**config.mk**
```make
export PLATFORM = sky130hd
export DESIGN_NAME = bram_fifo_ctrl_flat
export DESIGN_NICKNAME = d
export VERILOG_FILES = /design/src/rtl/bram_fifo_ctrl_if.sv /design/src/rtl/bram_fifo_ctrl.sv /design/src/flat_wrapper.sv
export SDC_FILE = /design/constraint.sdc
export NUM_CORES = 1
export LEC_CHECK = 0
export CORE_UTILIZATION = 30
export CTS_CLUSTER_DIAMETER = 50
export DETAILED_ROUTE_END_ITERATION = 12
export DONT_BUFFER_PORTS = 1
export HOLD_SLACK_MARGIN = 0.02
export SYNTH_ARGS = -nofsm -noshare
export SYNTH_HDL_FRONTEND = slang
export SYNTH_SLANG_ARGS = --single-unit
```
**constraint.sdc**
```tcl
create_clock -name clk -period 14.7 [get_ports clk]
set_input_delay 2.205 -clock clk [delete_from_list [all_inputs] [get_ports clk]]
set_output_delay 2.205 -clock clk [all_outputs]
set_load 0.02 [all_outputs]
```
**src/rtl/bram_fifo_ctrl_if.sv**
```systemverilog
// rtl/bram_fifo_ctrl_if.sv - push/pop stream and RAM port bundle for bram_fifo_ctrl
interface bram_fifo_ctrl_if #(
  parameter int DATA_W = 8,
  parameter int ADDR_W = 10
);
  logic              in_we;
  logic [DATA_W-1:0] in_data;
  logic              in_full;
  logic [DATA_W-1:0] out_data;
  logic              out_valid;
  logic              out_ready;
  logic [ADDR_W+1:0] level;
  logic              overflow;
  logic              ram_b_we;
  logic [ADDR_W-1:0] ram_b_addr;
  logic [DATA_W-1:0] ram_b_write;
  logic [ADDR_W-1:0] ram_a_addr;
  logic [DATA_W-1:0] ram_a_read;

  modport slave (
    input  in_we, in_data, out_ready, ram_a_read,
    output in_full, out_data, out_valid, level, overflow,
           ram_b_we, ram_b_addr, ram_b_write, ram_a_addr
  );

  modport master (
    output in_we, in_data, out_ready, ram_a_read,
    input  in_full, out_data, out_valid, level, overflow,
           ram_b_we, ram_b_addr, ram_b_write, ram_a_addr
  );
endinterface

```
**src/rtl/bram_fifo_ctrl.sv**
```systemverilog
// rtl/bram_fifo_ctrl.sv - FWFT FIFO controller over a 2-port BRAM with a 2-entry output stage
module bram_fifo_ctrl #(
  parameter int DATA_W = 8,
  parameter int ADDR_W = 10
) (
  input  logic              clk,
  input  logic              reset,
  bram_fifo_ctrl_if.slave   bus
);
  localparam logic [ADDR_W:0] DEPTH_W = {1'b1, {ADDR_W{1'b0}}};

  logic [ADDR_W:0]   r_wptr;
  logic [ADDR_W:0]   r_rptr;
  logic              r_pend;
  logic [1:0]        r_occ;
  logic [DATA_W-1:0] r_q0;
  logic [DATA_W-1:0] r_q1;
  logic              r_in_full;
  logic              r_overflow;

  logic [ADDR_W:0]   w_ram_cnt;
  logic              w_push;
  logic              w_pop;
  logic              w_avail;
  logic              w_issue;
  logic [ADDR_W:0]   w_wptr_nxt;
  logic [ADDR_W:0]   w_rptr_nxt;
  logic [ADDR_W:0]   w_cnt_nxt;
  logic [1:0]        w_occ_nxt;
  logic [DATA_W-1:0] w_q0_nxt;
  logic [DATA_W-1:0] w_q1_nxt;

  assign w_ram_cnt  = r_wptr - r_rptr;
  assign w_push     = bus.in_we & ~r_in_full;
  assign w_pop      = (r_occ != 2'd0) & bus.out_ready;
  assign w_avail    = (w_ram_cnt != '0);
  // Read only if the word it returns is guaranteed a slot in the output stage.
  assign w_issue    = w_avail &
                      (({1'b0, r_occ} + {2'b00, r_pend}) < (3'd2 + {2'b00, w_pop}));
  assign w_wptr_nxt = r_wptr + (ADDR_W+1)'(w_push);
  assign w_rptr_nxt = r_rptr + (ADDR_W+1)'(w_issue);
  assign w_cnt_nxt  = w_wptr_nxt - w_rptr_nxt;

  always_comb begin
    w_q0_nxt  = r_q0;
    w_q1_nxt  = r_q1;
    w_occ_nxt = r_occ;
    if (w_pop) begin
      w_q0_nxt  = r_q1;
      w_occ_nxt = r_occ - 2'd1;
    end
    // The word read last cycle lands behind whatever survives the pop.
    if (r_pend) begin
      if (w_occ_nxt == 2'd0) begin
        w_q0_nxt = bus.ram_a_read;
      end else begin
        w_q1_nxt = bus.ram_a_read;
      end
      w_occ_nxt = w_occ_nxt + 2'd1;
    end
  end

  always_ff @(posedge clk) begin
    if (reset) begin
      r_wptr     <= '0;
      r_rptr     <= '0;
      r_pend     <= 1'b0;
      r_occ      <= 2'd0;
      r_q0       <= '0;
      r_q1       <= '0;
      r_in_full  <= 1'b0;
      r_overflow <= 1'b0;
    end else begin
      r_wptr     <= w_wptr_nxt;
      r_rptr     <= w_rptr_nxt;
      r_pend     <= w_issue;
      r_occ      <= w_occ_nxt;
      r_q0       <= w_q0_nxt;
      r_q1       <= w_q1_nxt;
      r_in_full  <= (w_cnt_nxt == DEPTH_W);
      r_overflow <= r_overflow | (bus.in_we & r_in_full);
    end
  end

  assign bus.in_full     = r_in_full;
  assign bus.overflow    = r_overflow;
  assign bus.out_valid   = (r_occ != 2'd0);
  assign bus.out_data    = r_q0;
  assign bus.level       = (ADDR_W+2)'(w_ram_cnt) + (ADDR_W+2)'(r_pend) + (ADDR_W+2)'(r_occ);
  assign bus.ram_b_we    = w_push;
  assign bus.ram_b_addr  = r_wptr[ADDR_W-1:0];
  assign bus.ram_b_write = bus.in_data;
  assign bus.ram_a_addr  = r_rptr[ADDR_W-1:0];
endmodule

```
**src/flat_wrapper.sv**
```systemverilog
// flat-port wrapper written by rule: the top's interface ports become plain ports
module bram_fifo_ctrl_flat 
#(
  parameter int DATA_W = 8,
  parameter int ADDR_W = 10
)
  (clk, reset, bus_in_we, bus_in_data, bus_out_ready, bus_ram_a_read, bus_in_full, bus_out_data, bus_out_valid, bus_level, bus_overflow, bus_ram_b_we, bus_ram_b_addr, bus_ram_b_write, bus_ram_a_addr);
  bram_fifo_ctrl_if #(.DATA_W(DATA_W), .ADDR_W(ADDR_W)) bus_i ();
  input  logic clk;
  input  logic reset;
  input wire logic [$bits(bus_i.in_we)-1:0] bus_in_we;
  input wire logic [$bits(bus_i.in_data)-1:0] bus_in_data;
  input wire logic [$bits(bus_i.out_ready)-1:0] bus_out_ready;
  input wire logic [$bits(bus_i.ram_a_read)-1:0] bus_ram_a_read;
  output wire logic [$bits(bus_i.in_full)-1:0] bus_in_full;
  output wire logic [$bits(bus_i.out_data)-1:0] bus_out_data;
  output wire logic [$bits(bus_i.out_valid)-1:0] bus_out_valid;
  output wire logic [$bits(bus_i.level)-1:0] bus_level;
  output wire logic [$bits(bus_i.overflow)-1:0] bus_overflow;
  output wire logic [$bits(bus_i.ram_b_we)-1:0] bus_ram_b_we;
  output wire logic [$bits(bus_i.ram_b_addr)-1:0] bus_ram_b_addr;
  output wire logic [$bits(bus_i.ram_b_write)-1:0] bus_ram_b_write;
  output wire logic [$bits(bus_i.ram_a_addr)-1:0] bus_ram_a_addr;
  assign bus_i.in_we = bus_in_we;
  assign bus_i.in_data = bus_in_data;
  assign bus_i.out_ready = bus_out_ready;
  assign bus_i.ram_a_read = bus_ram_a_read;
  assign bus_in_full = bus_i.in_full;
  assign bus_out_data = bus_i.out_data;
  assign bus_out_valid = bus_i.out_valid;
  assign bus_level = bus_i.level;
  assign bus_overflow = bus_i.overflow;
  assign bus_ram_b_we = bus_i.ram_b_we;
  assign bus_ram_b_addr = bus_i.ram_b_addr;
  assign bus_ram_b_write = bus_i.ram_b_write;
  assign bus_ram_a_addr = bus_i.ram_a_addr;
  bram_fifo_ctrl #(.DATA_W(DATA_W), .ADDR_W(ADDR_W)) u_core (.clk(clk), .reset(reset), .bus(bus_i));
endmodule
```
* Yosys cells after proc, flatten, opt, wreduce, memory -nomap -nowiden
Cells that the tools add are included.
** Word-level totals
- RAM bits :: 0
- Memories :: 0
- Word-level logic and storage cells :: 36
- Bits in latches :: 0
- Bits of input ports :: 20
- Bits in read-only memories :: 0
- Output and inout bits :: 52
- Bits in registers :: 43
** Operators by class
- Muxes and demuxes :: 5
- Eq/ne operators :: 1
- $add $sub $neg :: 10
- Shift-type cells :: 0
- $mul :: 0
- Reduce and logical (&&, ||, !) cells :: 4
- Bitwise logic cells :: 7
- Magnitude comparators :: 1
- Div/mod/pow operators :: 0
** Operator list (number)
- 2-to-1 mux 8 bit :: 3
- adder 11 x 1 -> 11 bit :: 2
- subtractor 11 bit :: 2
- adder 11 x 1 -> 12 bit :: 1
- adder 12 x 2 -> 12 bit :: 1
- == test 11 bit, second input constant :: 1
- nonzero test 11 bit :: 1
- AND 1 bit :: 4
- 2-to-1 mux 2 bit :: 2
- adder 2 x 1 -> 3 bit :: 1
- adder 2 x 1 -> 3 bit, first input constant :: 1
- less-than comparator 3 bit :: 1
- adder 2 x 1 -> 2 bit, second input constant :: 1
- logical NOT 2 bit :: 1
- inverter 1 bit :: 2
- AND reduction 2 bit :: 1
- nonzero test 2 bit :: 1
- subtractor 2 x 1 -> 2 bit, second input constant :: 1
- OR 1 bit :: 1

* Depth between registers and ports, before layout
- Word-level depth :: 8
- Depth in mapped cells :: 25
- Mapped depth without buffers :: 25

* Least setup slack after synthesis
Ideal clock, no wire load.
- Kind :: input-to-reg
- From :: input bus_in_we
- To :: register u_core.r_in_full (netlist: u_core.bus.in_full)
- Buffers on the path :: 0
- Setup slack :: 9.774 ns
- Cell stages on the path :: 14
- Arrival time :: 4.835 ns
- Data required time :: 14.608 ns
- Setup time :: 0.092 ns
- Cells stage by stage :: nor2b_1 ha_1 ha_1 nand3_1 or2_1 xnor2_1 ha_1 a21o_1 a21o_1 a21oi_1 mux2i_1 mux2i_1 o211ai_1 nor4_1
** Between the ends
- Longest elaborated chain between the ends :: 4
** RTL lines
- from (decl) :: RTL line flat_wrapper.sv:11 : input wire logic [$bits(bus_i.in_we)-1:0] bus_in_we;
- AND 1 bit :: RTL line bram_fifo_ctrl.sv:34 : assign w_push = bus.in_we & ~r_in_full;
- adder 11 x 1 -> 11 bit :: RTL line bram_fifo_ctrl.sv:40 : assign w_wptr_nxt = r_wptr + (ADDR_W+1)'(w_push);
- named net u_core.w_wptr_nxt[6] :: RTL line bram_fifo_ctrl.sv:26 : logic [ADDR_W:0] w_wptr_nxt;
- subtractor 11 bit :: RTL line bram_fifo_ctrl.sv:42 : assign w_cnt_nxt = w_wptr_nxt - w_rptr_nxt;
- == test 11 bit :: RTL line bram_fifo_ctrl.sv:80 : r_in_full <= (w_cnt_nxt == DEPTH_W);
- to (signal assigned) :: RTL line bram_fifo_ctrl.sv:80
- to (decl) :: RTL line bram_fifo_ctrl.sv:18 : logic r_in_full;
The timed path passes the listed nets, and every way through them passes these cells.
A chain may end at the register's enable or synchronous reset.

* Worst setup path in the final report
- From :: register u_core.r_rptr[0]
- To :: register u_core.r_in_full (netlist: u_core.bus.in_full)
** Between the ends
- Longest elaborated chain between the ends :: 6
** RTL lines
- from (decl) :: RTL line bram_fifo_ctrl.sv:13 : logic [ADDR_W:0] r_rptr;
- from (signal assigned) :: RTL line bram_fifo_ctrl.sv:75 : r_rptr <= w_rptr_nxt;
- subtractor 11 bit :: RTL line bram_fifo_ctrl.sv:33 : assign w_ram_cnt = r_wptr - r_rptr;
- nonzero test 11 bit :: RTL line bram_fifo_ctrl.sv:36 : assign w_avail = (w_ram_cnt != '0);
- AND 1 bit :: RTL line bram_fifo_ctrl.sv:38 : assign w_issue = w_avail &
- named net u_core.w_issue :: RTL line bram_fifo_ctrl.sv:25 : logic w_issue;
- adder 11 x 1 -> 11 bit :: RTL line bram_fifo_ctrl.sv:41 : assign w_rptr_nxt = r_rptr + (ADDR_W+1)'(w_issue);
- named net u_core.w_rptr_nxt[1] :: RTL line bram_fifo_ctrl.sv:27 : logic [ADDR_W:0] w_rptr_nxt;
- subtractor 11 bit :: RTL line bram_fifo_ctrl.sv:42
- == test 11 bit :: RTL line bram_fifo_ctrl.sv:80
The timed path passes the listed nets, and every way through them passes these cells.

==> flow_summary_export.csv <==
group,metric,value,unit
place,io_buffers,0,
layout,final_nets,409,
route,top_layer_used,"met4",
sta,setup_tns,0,ns
layout,final_common_cell,"nor2_1",
layout,areaGrowthSynthToFinish,0.1532,%
cts,clockBufferDepth,2,
setup_path,reg2regPathDepth,21,
die,core_area,10420,µm²
route,wl_met3,477,µm
route,routed-wl-met2,3211,µm
setup_path,required,14.89,ns
sta,fin_crit,5.584,ns
place,gp_congestion,0.8715,
sta,rsz0062_at_grt,"false",
layout,n_fill_cell,1101,
synthesis,synth_edf_count,0,
synthesis,syn_area,3263,µm²
layout,multiInputGateArea,2047,µm²
synthesis,avgSynthCellArea,8.367,µm²
setup_path,path_max_fanout,5,
cts,cts-hold-fix-buffers,0,
route,drt_iter0_drc,105,
power_and_ir_drop,p_leak,1.349,nW
die,start_util,31.33,%
setup_path,rrSetupSlack,9.12,ns
setup_path,end_kind,"flop",
route,wl_per_cell,14.44,µm
cts,cts_resized,0,
layout,n_antenna_cell,0,
cts,clk_latency,0.31,ns
grt,grt_pass1_vias,2313,
die,ios,72,
power_and_ir_drop,pwr-share-seq,31.5,%
power_and_ir_drop,p_clk_share,13.6,%
route,postRouteAntennaNets,0,
die,die_area,11300,µm²
cts,cts_tree,"yes",
cts,cts_buffers,5,
layout,fin_util,31.38,%
grt,antenna_found_initial,0,
outcome,status,"completed",
route,vias,2456,
die,dieWidth,106.3,µm
synthesis,yosys_most_used_dff,"dfxtp_1",
power_and_ir_drop,intPower,0.2997,mW
cts,clk_root_buffer_cell,"clkbuf_8",
place,hpwlAfterDp,5544,µm
run,maxCapViolCount,0,
grt,gr-total-overflow,0,
route,first_pass_iters,4,
cts,clock_sinks,43,
route,wl_met1,3319,µm
cts,path_clk_slew,0.09,ns
power_and_ir_drop,power_switching_share,46.94,%
power_and_ir_drop,vdd_drop_max,66.82,µV
route,drc,0,
synthesis,ys_types,49,
power_and_ir_drop,p_comb_share,54.9,%
grt,grt_usage,12.76,%
route,avgViaCountPerCell,4.952,
synthesis,synth-seq-cells,43,
synthesis,seq_area_frac_synth,26.38,%
place,dp_slack,9.046,ns
power_and_ir_drop,power.total,0.5649,mW
synthesis,synth_nets,440,
setup_path,critPathLaunchType,"flop",
grt,grt_max_degree,44,
layout,regArea,860.8,µm²
layout,drive_gt1_share,3.889,%
synthesis,yosys.area.top_type_share,26.38,%
sta,slew-limit-headroom,36.12,%
min_path,min_to,"u_core.r_q1[2]",
power_and_ir_drop,p_per_area,172.8,nW/µm²
setup_path,rr_startpoint,"u_core.r_rptr[0]",
sta,maxSlewViolCount,0,
cts,cts_setup_buffers,0,
synthesis,synth_area_leaders,"dfxtp_1, ha_1, xnor2_1",
die,die_h,106.3,µm
sta,fin_ws,9.116,ns
power_and_ir_drop,power.switching,0.2651,mW
synthesis,synthArstFlopShare,0,%
route,drt_wl_total,7163,µm
setup_path,r2r-end,"u_core.bus.in_full",
setup_path,cp_data_arrival_time,5.78,ns
min_path,hold_path_class,"reg2reg",
synthesis,syn_inst,390,
min_path,worstHoldStart,"u_core.r_q1[2]",
cts,cts-htree-levels,2,
die,num_rows,37,
sta,holdWs,0.5056,ns
grt,grt_pass1_wl,11410,µm
sta,hold_violations,0,
min_path,hold_depth,2,
synthesis,synth_top_cell_by_area,"dfxtp_1",
sta,fin_crit_sh,37.99,%
layout,layout_common_cells,"nor2_1, dfxtp_1, xnor2_1",
sta,tightest_slew,0.9562,ns
sta,skew,0.006390,ns
sta,setup_viol,0,
synthesis,ys_warn_count,0,
sta,fmax,179.1,MHz
setup_path,worstSetupPathType,"reg2reg",
==> final cells by class <==
| type | count | area share (%) |
|---|---|---|
| sequential | 43 | 26.34 |
| clock inverter | 2 | 0.3828 |
| inverter | 28 | 3.216 |
| multi-input combinational | 281 | 62.63 |
| tap | 136 | 5.207 |
| clock buffer | 6 | 2.221 |
==> cell families after synthesis <==
logic type / after synthesis / synth area share (%)
AO/OA/AOI/OAI: 66 / 14.46
XOR/XNOR: 45 / 12.08
adder cells (fa/ha/maj): 30 / 12.19
buffers and inverters: 66 / 10.89
flip-flops: 43 / 26.38
multiplexers: 18 / 5.521
AND/OR/NAND/NOR: 122 / 18.48
==> synthesized netlist by cell type (3+ instances only) <==
cell	count
nand3_1	15
nor2_1	49
mux2i_1	18
o21ai_0	9
ha_1	27
a21o_1	4
inv_1	28
a211oi_1	10
a21oi_1	17
o21a_1	3
or2_1	3
and3_1	4
nor3_1	5
nor2b_1	15
a31oi_1	3
xnor2_1	34
buf_4	28
nand2b_1	3
xor2_1	11
nand4_1	3
fa_1	3
clkbuf_1	6
nand2_1	14
dfxtp_1	43
==> sequential cells by signal, indices dropped and copies added (netlist names) <==
name	count
u_core.r_q1	8
u_core.r_occ	2
u_core.r_wptr	11
u_core.r_rptr	11
u_core.bus.in_full	1
u_core.bus.out_data	8
u_core.r_pend	1
u_core.bus.overflow	1
==> routing by layer <==
metal,global-route usage (%),vias to the layer above
met5,0,-
met2,19.53,64
met4,5.357,0
met1,16.96,1134
li1,-,1249
met3,3.188,9
==> per-stage QoR <==
step                      std cells  cell area, µm²
after floorplan                 390            3263
after global placement          488            3183
after detailed placement        488            3183
after CTS                       496            3268
after global routing            496            3268
final                           496            3268
==> worst max path at each step <==
stage                           from            endpoint  slack (ns)
floorplan                  bus_in_we  u_core.bus.in_full        9.77
global placement       bus_out_ready  u_core.bus.in_full        9.18
detailed placement     bus_out_ready  u_core.bus.in_full        9.05
CTS                 u_core.r_rptr[0]        bus_level[9]        9.12
global route        u_core.r_rptr[0]  u_core.bus.in_full        8.76
finish              u_core.r_rptr[0]  u_core.bus.in_full        9.12
==> power by group through the flow <==
| stage | sequential (mW) | combinational [mW] | clock, mW |
|---|---|---|---|
| 2_1_floorplan | 0.169 | 0.283 | 0 |
| 3_3_place_gp | 0.181 | 0.307 | 0 |
| 3_5_place_dp | 0.181 | 0.309 | 0 |
| 4_1_cts | 0.178 | 0.311 | 0.0790 |
| 5_1_grt | 0.181 | 0.348 | 0.0840 |
| 6_report | 0.178 | 0.310 | 0.0766 |
==> critical path, stage by stage, from the launching register on <==
cell       delay [ns]
dfxtp_1          0.52
ha_1             0.24
inv_1            0.06
fa_1             0.39
a21o_1           0.19
a21o_1           0.23
a2111oi_4        0.45
o211ai_2         0.16
nor4b_1          0.32
nor4b_2          0.34
nor2_1           0.09
ha_1             0.22
ha_1             0.27
inv_1            0.05
ha_1             0.29
nor2b_1          0.13
o21a_1           0.21
o31a_1           0.29
o31ai_1          0.35
mux2i_1          0.24
o211ai_1         0.10
nor4_1           0.32
Note: power is estimated with default switching activity, not from simulation.
